`src/rtl/flag_shadow_stack.sv`:
```
// flag_shadow_stack: LIFO of saved flag words feeding the F-register
// shadow-restore inputs. Exception entry pushes the live flags, exception
// return pops. The top entry is always presented complemented on notShadowF.
// Overflow and underflow are reported as sticky error bits.
module flag_shadow_stack #(
    parameter int FLAGS = 8,
    parameter int DEPTH = 4,
    parameter int PTR_W = 3
) (
    input  logic             Clk,
    input  logic             Reset,
    input  logic [FLAGS-1:0] Flags,
    input  logic             Ex_Enter,
    input  logic             PR_Ex,
    input  logic             Clear_Err,
    output logic [FLAGS-1:0] notShadowF,
    output logic [PTR_W-1:0] Depth,
    output logic             Empty,
    output logic             Full,
    output logic             Overflow,
    output logic             Underflow
);

    localparam int IDX_W = (DEPTH > 1) ? $clog2(DEPTH) : 1;
    localparam logic [PTR_W-1:0] DEPTH_P = PTR_W'(DEPTH);
    localparam logic [PTR_W-1:0] ONE_P   = PTR_W'(1);
    localparam logic [PTR_W-1:0] TWO_P   = PTR_W'(2);
    localparam logic [PTR_W-1:0] ZERO_P  = PTR_W'(0);

    logic [FLAGS-1:0] entry_r [DEPTH];
    logic [PTR_W-1:0] depth_r;
    logic [FLAGS-1:0] nsf_r;
    logic             empty_r;
    logic             full_r;
    logic             ovf_r;
    logic             unf_r;

    logic             entry_we_s;
    logic [IDX_W-1:0] entry_idx_s;
    logic [PTR_W-1:0] depth_nxt_s;
    logic [PTR_W-1:0] depth_m1_s;
    logic [PTR_W-1:0] depth_m2_s;
    logic [FLAGS-1:0] nsf_nxt_s;
    logic             ovf_set_s;
    logic             unf_set_s;
    logic             is_empty_s;
    logic             is_full_s;

    assign depth_m1_s = depth_r - ONE_P;
    assign depth_m2_s = depth_r - TWO_P;
    assign is_empty_s = (depth_r == ZERO_P);
    assign is_full_s  = (depth_r == DEPTH_P);

    // Next-state decode: which entry to write, new depth, next complemented
    // top-of-stack, and error events for this cycle.
    always_comb begin
        entry_we_s  = 1'b0;
        entry_idx_s = depth_r[IDX_W-1:0];
        depth_nxt_s = depth_r;
        nsf_nxt_s   = nsf_r;
        ovf_set_s   = 1'b0;
        unf_set_s   = 1'b0;
        case ({Ex_Enter, PR_Ex})
            2'b10: begin
                if (!is_full_s) begin
                    entry_we_s  = 1'b1;
                    entry_idx_s = depth_r[IDX_W-1:0];
                    depth_nxt_s = depth_r + ONE_P;
                    nsf_nxt_s   = ~Flags;
                end else begin
                    ovf_set_s   = 1'b1;
                end
            end
            2'b01: begin
                if (!is_empty_s) begin
                    depth_nxt_s = depth_m1_s;
                    // The popped entry goes stale; expose the one beneath it.
                    if (depth_r >= TWO_P) begin
                        nsf_nxt_s = ~entry_r[depth_m2_s[IDX_W-1:0]];
                    end else begin
                        nsf_nxt_s = {FLAGS{1'b1}};
                    end
                end else begin
                    unf_set_s   = 1'b1;
                end
            end
            2'b11: begin
                // Return followed by immediate re-entry: overwrite the top in
                // place; the pre-edge top is still what the F registers load.
                entry_we_s = 1'b1;
                nsf_nxt_s  = ~Flags;
                if (!is_empty_s) begin
                    entry_idx_s = depth_m1_s[IDX_W-1:0];
                end else begin
                    entry_idx_s = {IDX_W{1'b0}};
                    depth_nxt_s = ONE_P;
                    unf_set_s   = 1'b1;
                end
            end
            default: begin
                entry_we_s = 1'b0;
            end
        endcase
    end

    // Stack storage, depth, sticky errors and registered status outputs.
    always_ff @(posedge Clk) begin
        if (Reset) begin
            for (int i = 0; i < DEPTH; i++) begin
                entry_r[i] <= {FLAGS{1'b0}};
            end
            depth_r <= ZERO_P;
            nsf_r   <= {FLAGS{1'b1}};
            empty_r <= 1'b1;
            full_r  <= 1'b0;
            ovf_r   <= 1'b0;
            unf_r   <= 1'b0;
        end else begin
            if (entry_we_s) begin
                entry_r[entry_idx_s] <= Flags;
            end
            depth_r <= depth_nxt_s;
            nsf_r   <= nsf_nxt_s;
            empty_r <= (depth_nxt_s == ZERO_P);
            full_r  <= (depth_nxt_s == DEPTH_P);
            ovf_r   <= ovf_set_s | (ovf_r & ~Clear_Err);
            unf_r   <= unf_set_s | (unf_r & ~Clear_Err);
        end
    end

    assign notShadowF = nsf_r;
    assign Depth      = depth_r;
    assign Empty      = empty_r;
    assign Full       = full_r;
    assign Overflow   = ovf_r;
    assign Underflow  = unf_r;

endmodule
```
`config.mk`:
```
export PLATFORM = sky130hd
export DESIGN_NAME = flag_shadow_stack
export DESIGN_NICKNAME = d
export VERILOG_FILES = /design/src/rtl/flag_shadow_stack.sv
export SDC_FILE = /design/constraint.sdc
export NUM_CORES = 1
export LEC_CHECK = 0
export BUFFER_PORTS_ARGS = -buffer_cell sky130_fd_sc_hd__clkbuf_2
export CAP_MARGIN = 20
export CELL_PAD_IN_SITES_DETAIL_PLACEMENT = 1
export CELL_PAD_IN_SITES_GLOBAL_PLACEMENT = 2
export CORE_AREA = 5 5 84 86
export CTS_CLUSTER_SIZE = 25
export DETAILED_ROUTE_END_ITERATION = 12
export DIE_AREA = 0 0 89 91
export GPL_ROUTABILITY_DRIVEN = 1
export GPL_TIMING_DRIVEN = 0
export HOLD_SLACK_MARGIN = 0.15
export PLACE_DENSITY = 0.86
export SLEW_MARGIN = 20
export SYNTH_ARGS = -nofsm -noshare
export SYNTH_HDL_FRONTEND = slang
export SYNTH_SLANG_ARGS = --single-unit
```
`constraint.sdc`:
```
create_clock -name Clk -period 3 [get_ports Clk]
set_input_delay 0.6 -clock Clk [delete_from_list [all_inputs] [get_ports Clk]]
set_output_delay 0.6 -clock Clk [all_outputs]
set_load 0.005 [all_outputs]
```
==> results of run 1 <==
-- sequential cells by signal, indices dropped and copies added, names as in the netlist --
signal / count
Depth: 3
Empty: 1
Full: 1
Overflow: 1
Underflow: 1
entry_r: 32
notShadowF: 8
-- cell families after synthesis --
| logic type | count (synthesis) | synth area share |
|---|---|---|
| AOI/OAI and AO/OA | 33 | 0.116 |
| adders and majority gates | 5 | 0.0274 |
| buffers and inverters | 28 | 0.0543 |
| DFF | 47 | 0.553 |
| muxes | 11 | 0.0944 |
| and+or+nand+nor | 72 | 0.155 |
-- cells in the final DEF, fill, tap and decap left out, drive strengths merged --
master and count:
a21o 1, ha 5, mux4 8, inv 15
a221oi 1, dfxtp 15, a211o 8, clkbuf 37
a31oi 1, nand2 7, nand2b 2, nor2 29
buf 11, and3 1, o21ai 6, nor3b 1
nor4 1, a32o 8, nor2b 7, or3 1
edfxtp 32, and3b 2, or2 1, nor4bb 1
nor3 9, mux2 1, a21boi 1, o31ai 1
a22o 1, a21oi 3, nand3 7, o221ai 1
a311o 1, and2 2, nand3b 1, mux2i 2
-- through the flow --
step | cells | total power [mW]
global placement | 300 | 1.07
floorplan | 196 | 0.979
global route | 308 | 1.62
CTS | 308 | 1.55
finish | 308 | 1.54
detailed placement | 300 | 1.08
-- critical path, stage by stage (launching register included) --
cell,delay [ns]
dfxtp_1,0.42
buf_2,0.31
inv_1,0.13
ha_1,0.27
mux2_2,0.30
mux2i_1,0.31
nand2_1,0.36
o21ai_4,0.42
-- power by group --
part | switching, mW | leakage, nW | internal, mW
sequential | 0.0190 | 0.457 | 0.746
clock | 0.221 | 0.0600 | 0.241
combinational | 0.184 | 0.581 | 0.126
total | 0.424 | 1.10 | 1.11
-- area by class of cell --
class	count	area, µm²
fillers	693	3540
flip-flops and latches	47	1260
multi-input cells	121	933
repair buffers	27	135
clock buffers	7	108
well taps	77	96.3
plain buffers	14	71.3
inverters	14	52.6
clock inverters	1	8.76
-- routing by layer --
| metal | wire length (µm) | share of wire | global-route usage | vias up |
|---|---|---|---|---|
| li1 | - | - | - | 790 |
| met1 | 2320 | 0.42 | 0.178 | 847 |
| met2 | 2930 | 0.52 | 0.248 | 37 |
| met3 | 255 | 0.046 | 0.0326 | 8 |
| met4 | 75 | 0.013 | 0.0372 | 0 |
| met5 | 0 | 0 | 0 | - |
-- how the worst min path moves through the flow --
stage | from | endpoint | slack (ns)
floorplan | notShadowF[6] | notShadowF[6] | 0.46
global placement | notShadowF[0] | notShadowF[0] | 0.44
detailed placement | notShadowF[6] | notShadowF[6] | 0.45
CTS | notShadowF[6] | notShadowF[6] | 0.47
global route | notShadowF[2] | notShadowF[2] | 0.49
finish | notShadowF[6] | notShadowF[6] | 0.47
-- what timing repair did --
item                       CTS  global route
buffers inserted             0             0
setup endpoints to repair   25            24
gates resized for setup      4             3
gates cloned                 0             0
==> out/qor.yml, run 1 <==
status:
  status: "complete, no violations"
synth:
  synth_edf_count: 32
  yosysMostFrequentCell: "edfxtp_1"
  synth_top_area_frac: 0.421
  syn_nets: 214
  ys_seq_elements: 47
  synth_top_flop_cell: "edfxtp_1"
  ys_seq_area_frac: 0.553
  netlist_area_um2: 2280
  ys.warnings.count: 0
  synthTopCellsByCount: "edfxtp_1, nor2_1, dfxtp_1"
  synthArstFlopShare: 0
  synthTopCellsByArea: "edfxtp_1, dfxtp_1, mux4_2"
  postSynthAreaPerCell_um2: 11.6
  synth_cells: 196
  yosys.area.top_type: "edfxtp_1"
  synth_cell_type_count: 42
global_route:
  grt_pass1_vias: 1736
  grt_first_pass_wirelength_um: 8800
  track_usage: 0.143
  antenna_found_initial: 0
  grt.overflow.total: 0
  grt_max_degree: 16
placed_design:
  io_buffers: 27
  dp_hpwl_um: 3910
  place_ws_ns: -0.175
  gp_congestion: 0.754
  placed_cell_area_um2: 2510
sta:
  max_freq_ghz: 0.351
  min_period_over_period: 0.948
  setup_tns_ns: 0
  setup_violations: 0
  clock-skew-final_ns: 0.0103
  worst_pin_slew_ns: 0.556
  fin_crit_ns: 2.85
  holdWs_ns: 0.468
  maxSlewHeadroom: 0.629
  hold_viol: 0
  maxSlewViolCount: 0
  layout_setup_ws_ns: 0.155
layout:
  final_area_um2: 2670
  fin_util: 0.430
  drive_gt1_frac: 0.260
  area_delta_synth_final_pct: 16.9
  num-nets-final: 248
  antennaDiodeCount: 0
setup_path:
  crit_end: "entry_r[0][7]"
  critPathArrivalTime_ns: 2.82
  start_kind: "flop"
  reg2regPathDepth: 7
  path_class: "flop to flop"
  startpoint: "Depth[1]"
  r2r-end: "entry_r[0][7]"
  endpoint_kind: "flop"
  required_ns: 2.97
  cp_max_fo: 10
  reg2reg_slack_ns: 0.15
  r2r_start: "Depth[1]"
pwr:
  peakVddDrop_mv: 0.226
  power_density_nw_per_um2: 576
  p_leak_nw: 1.10
die:
  rows: 29
  ios: 28
  coreArea_um2: 6200
  fp.dieArea_um2: 8100
  die_w_um: 89
  die_h_um: 91
  start_util: 0.368
clock_tree:
  cts_buffer_depth: 2
  cts_tree: "yes"
  clk_pin_slew_worst_paths_ns: 0.08
  cts_root_buf: "clkbuf_8"
  insertion_delay_ns: 0.31
  clkSinkCount: 47
  htree_num_levels: 2
  postCtsHoldBufs: 0
  cts_made_buffers: 5
routing:
  via_per_inst: 5.46
  drc: 0
  vias: 1682
  drt_iter0_drc: 116
  drt-total-wl_um: 5580
  drt-pass1-iter-count: 4
  antenna_left: 0
  wl_per_cell_um: 18.1
run:
  maxCapViolations: 0
min_path:
  hp-class: "flop to flop"
  min_path_cells: 1
Power figures use the tool's default switching activity.
==> run 2, diff against run 1 <==
==> config.mk (replaced) <==
export PLATFORM = sky130hd
export DESIGN_NAME = flag_shadow_stack
export DESIGN_NICKNAME = d
export VERILOG_FILES = /design/src/rtl/flag_shadow_stack.sv
export SDC_FILE = /design/constraint.sdc
export NUM_CORES = 1
export LEC_CHECK = 0
export ABC_AREA = 1
export BUFFER_PORTS_ARGS = -buffer_cell sky130_fd_sc_hd__clkbuf_2
export CAP_MARGIN = 20
export CELL_PAD_IN_SITES_DETAIL_PLACEMENT = 1
export CELL_PAD_IN_SITES_GLOBAL_PLACEMENT = 2
export CORE_AREA = 5 5 91 93
export CTS_CLUSTER_SIZE = 25
export DETAILED_ROUTE_END_ITERATION = 12
export DIE_AREA = 0 0 96 98
export GPL_ROUTABILITY_DRIVEN = 1
export GPL_TIMING_DRIVEN = 0
export HOLD_SLACK_MARGIN = 0.15
export PLACE_DENSITY = 0.88
export SYNTH_ARGS = -nofsm -noshare
export SYNTH_HDL_FRONTEND = slang
export SYNTH_SLANG_ARGS = --single-unit
==> out/qor.yml, run 2 <==
sta:
  min_period_over_period: 0.913  # -0.0356
  maxSlewViolCount: 0  # unchanged
  max_freq_ghz: 0.365  # +3.9%
  hold_viol: 0  # unchanged
  layout_setup_ws_ns: 0.262  # +0.107 ns
  clock-skew-final_ns: 0.00573  # -0.00458 ns
  fin_crit_ns: 2.74  # -0.107 ns
  grt_setup_unrepaired: "no"
  worst_pin_slew_ns: 1.01  # +0.451 ns
  maxSlewHeadroom: 0.323  # -0.307
  setup_violations: 0  # unchanged
pwr:
  p_switching_mw: 0.498  # +18%
  swShare: 0.321  # +0.0455
  pwr-share-seq: 0.502  # +0.004
  power_density_nw_per_um2: 546  # -5.2%
  power_frac_comb: 0.242  # +0.040
  p_int_mw: 1.05  # -5.4%
  clkPwrFrac: 0.256  # -0.045
  p_leak_nw: 1.35  # +23%
  peakVddDrop_mv: 0.255  # +13%
routing:
  vias: 2070  # +23%
  drc: 0  # unchanged
  drt-pass1-iter-count: 4  # unchanged
  antenna_left: 0  # unchanged
  drt-total-wl_um: 6290  # +13%
  wl_per_cell_um: 14.1  # -22%
  drt_iter0_drc: 39  # -66%
  via_per_inst: 4.63  # -15%
synth:
  netlist_area_um2: 2450  # +7.5%
  ys_seq_area_frac: 0.515  # -0.0384
  synth_edf_count: 32  # unchanged
  synth_cells: 310  # +58%
  ys_seq_elements: 47  # unchanged
  postSynthAreaPerCell_um2: 7.91  # -32%
  synth_top_flop_cell: "edfxtp_1"
  synthTopCellsByArea: "edfxtp_1, dfxtp_1, nor2_1"
  synthArstFlopShare: 0  # unchanged
  syn_nets: 328  # +53%
  synth_top_area_frac: 0.392  # -0.0292
  synthTopCellsByCount: "nor2_1, nand2_1, inv_1"
  yosysMostFrequentCell: "nor2_1"
  synth_cell_type_count: 25  # -40%
  ys.warnings.count: 0  # unchanged
  yosys.area.top_type: "edfxtp_1"
status:
  status: "complete, no violations"
clock_tree:
  insertion_delay_ns: 0.30  # about the same
  cts_root_buf: "clkbuf_8"
  postCtsHoldBufs: 0  # unchanged
  clkSinkCount: 47  # unchanged
  cts_tree: "yes"
  clk_pin_slew_worst_paths_ns: 0.09  # about the same
  cts-resized-gates: 4  # unchanged
  cts_setup_buffers: 0  # unchanged
  htree_num_levels: 2  # unchanged
  cts_made_buffers: 5  # unchanged
  cts_buffer_depth: 2  # unchanged
setup_path:
  worst-path-buf-inv: 6  # +4
  crit_chain: "buf_2, inv_1, clkbuf_4, buf_6, ha_4, nand2_2, ha_1, inv_1, nand3_1, nand2_1, nand2_2, or2_1, buf_6, nand2_4"
  reg2regPathDepth: 14  # +7
  start_kind: "flop"
  cp_top_family: "buffers and inverters"
  critPathArrivalTime_ns: 2.75  # -0.07 ns
  max_stage_delay_ns: 0.34  # -0.08 ns
  required_ns: 3.01  # +0.04 ns
  reg2reg_slack_ns: 0.26  # +0.11 ns
  r2r_start: "Depth[0]"
  cp_max_fo: 13  # +3
  endpoint_kind: "flop"
  path_class: "flop to flop"
  cp_slowest_cell: "dfxtp_1"
  r2r-end: "entry_r[2][1]"
run:
  maxCapViolations: 0  # unchanged
layout:
  multi_input_area_um2: 977  # +4.7%
  final_area_um2: 2840  # +6.5%
  fin_util: 0.381  # -0.0485
  layout_common_cells: "nor2_1, nand2_1, inv_1"
  largest_reg_flops: 32  # unchanged
  num-nets-final: 362  # +46%
  area_delta_synth_final_pct: 15.8
  seqCellArea_um2: 1260  # unchanged
  antennaDiodeCount: 0  # unchanged
  fillers: 953  # +38%
  drive_gt1_frac: 0.188  # -0.0713
  regMostFlops: "entry_r"
  layout_commonest_cell: "nor2_1"
global_route:
  track_usage: 0.146  # +0.00294
  antenna_found_initial: 0  # unchanged
  grt_pass1_vias: 2230  # +28%
  grt_first_pass_wirelength_um: 10600  # +21%
  grt.overflow.total: 0  # unchanged
  grt_max_degree: 16  # unchanged
placed_design:
  io_buffers: 26  # -3.7%
  dp_hpwl_um: 4720  # +21%
  placed_cell_area_um2: 2720  # +8.1%
  place_ws_ns: -0.338  # -0.163 ns
  gp_congestion: 0.817  # +8.3%
min_path:
  min_from: "Overflow"
  holdPathEnd: "Overflow"
  hp-class: "flop to flop"
  min_path_cells: 2  # +1
die:
  die_h_um: 98  # +7.7%
  rows: 32  # +10%
  coreArea_um2: 7450  # +20%
  die_w_um: 96  # +7.9%
  start_util: 0.329  # -0.0385
  ios: 28  # unchanged
  fp.dieArea_um2: 9410  # +16%
## run 2: per-stage QoR
stage	setup TNS (ns)	power (mW)	hold slack, ns	std cells
after global routing	0	1.65	0.512	447
after floorplan	0	1.03	0.454	310
final	0	1.55	0.470	447
after global placement	-4.93	1.15	0.455	438
after CTS	0	1.56	0.476	447
after detailed placement	-5.22	1.16	0.463	439
## run 2: logic make-up (layout without fill, tap and decap cells)
| logic type | count (synthesis) | in the layout | synth area share |
|---|---|---|---|
| AOI/OAI and AO/OA | 40 | 40 | 0.0832 |
| buffers and inverters | 57 | 92 | 0.0970 |
| DFF | 47 | 47 | 0.515 |
| and+or+nand+nor | 161 | 161 | 0.280 |
| adders and majority gates | 5 | 5 | 0.0255 |
## run 2: power groups by stage
stage          clock, mW  combinational [mW]  sequential, mW
2_1_floorplan          0               0.243           0.792
3_3_place_gp           0               0.355           0.792
3_5_place_dp           0               0.369           0.794
4_1_cts            0.405               0.377           0.779
5_1_grt            0.432               0.437           0.785
6_report           0.396               0.376           0.779
## run 2: worst max path at each step
stage                    end  startpoint  cells after the start
6_report       entry_r[2][1]    Depth[0]                     14
5_1_grt        entry_r[3][5]    Depth[0]                     12
4_1_cts        entry_r[2][1]    Depth[0]                     14
3_5_place_dp   entry_r[2][2]    Depth[0]                     14
3_3_place_gp   entry_r[3][3]    Depth[0]                     11
2_1_floorplan  entry_r[3][0]    Depth[0]                     11
## run 2: routing by layer
metal	vias to the layer above	track usage	part of all wire
met5	-	0	0
met4	0	0.0394	0.015
met3	11	0.0285	0.031
met2	29	0.268	0.53
met1	987	0.169	0.42
li1	1043	-	-
## run 2: area by class of cell
type                       instances  area share
sequential                        47       0.444
clock inverter                     2     0.00573
inverter                          47      0.0626
tap                              102      0.0450
buffer                            10      0.0242
timing repair buffer              27      0.0485
clock buffer                       6      0.0256
multi-input combinational        206       0.344
## run 2: worst min-delay path: cells and delay by family (launching register included)
family,cells,cell delay [ns]
compound gates,1,0.05
flops,1,0.32
simple gates,1,0.06
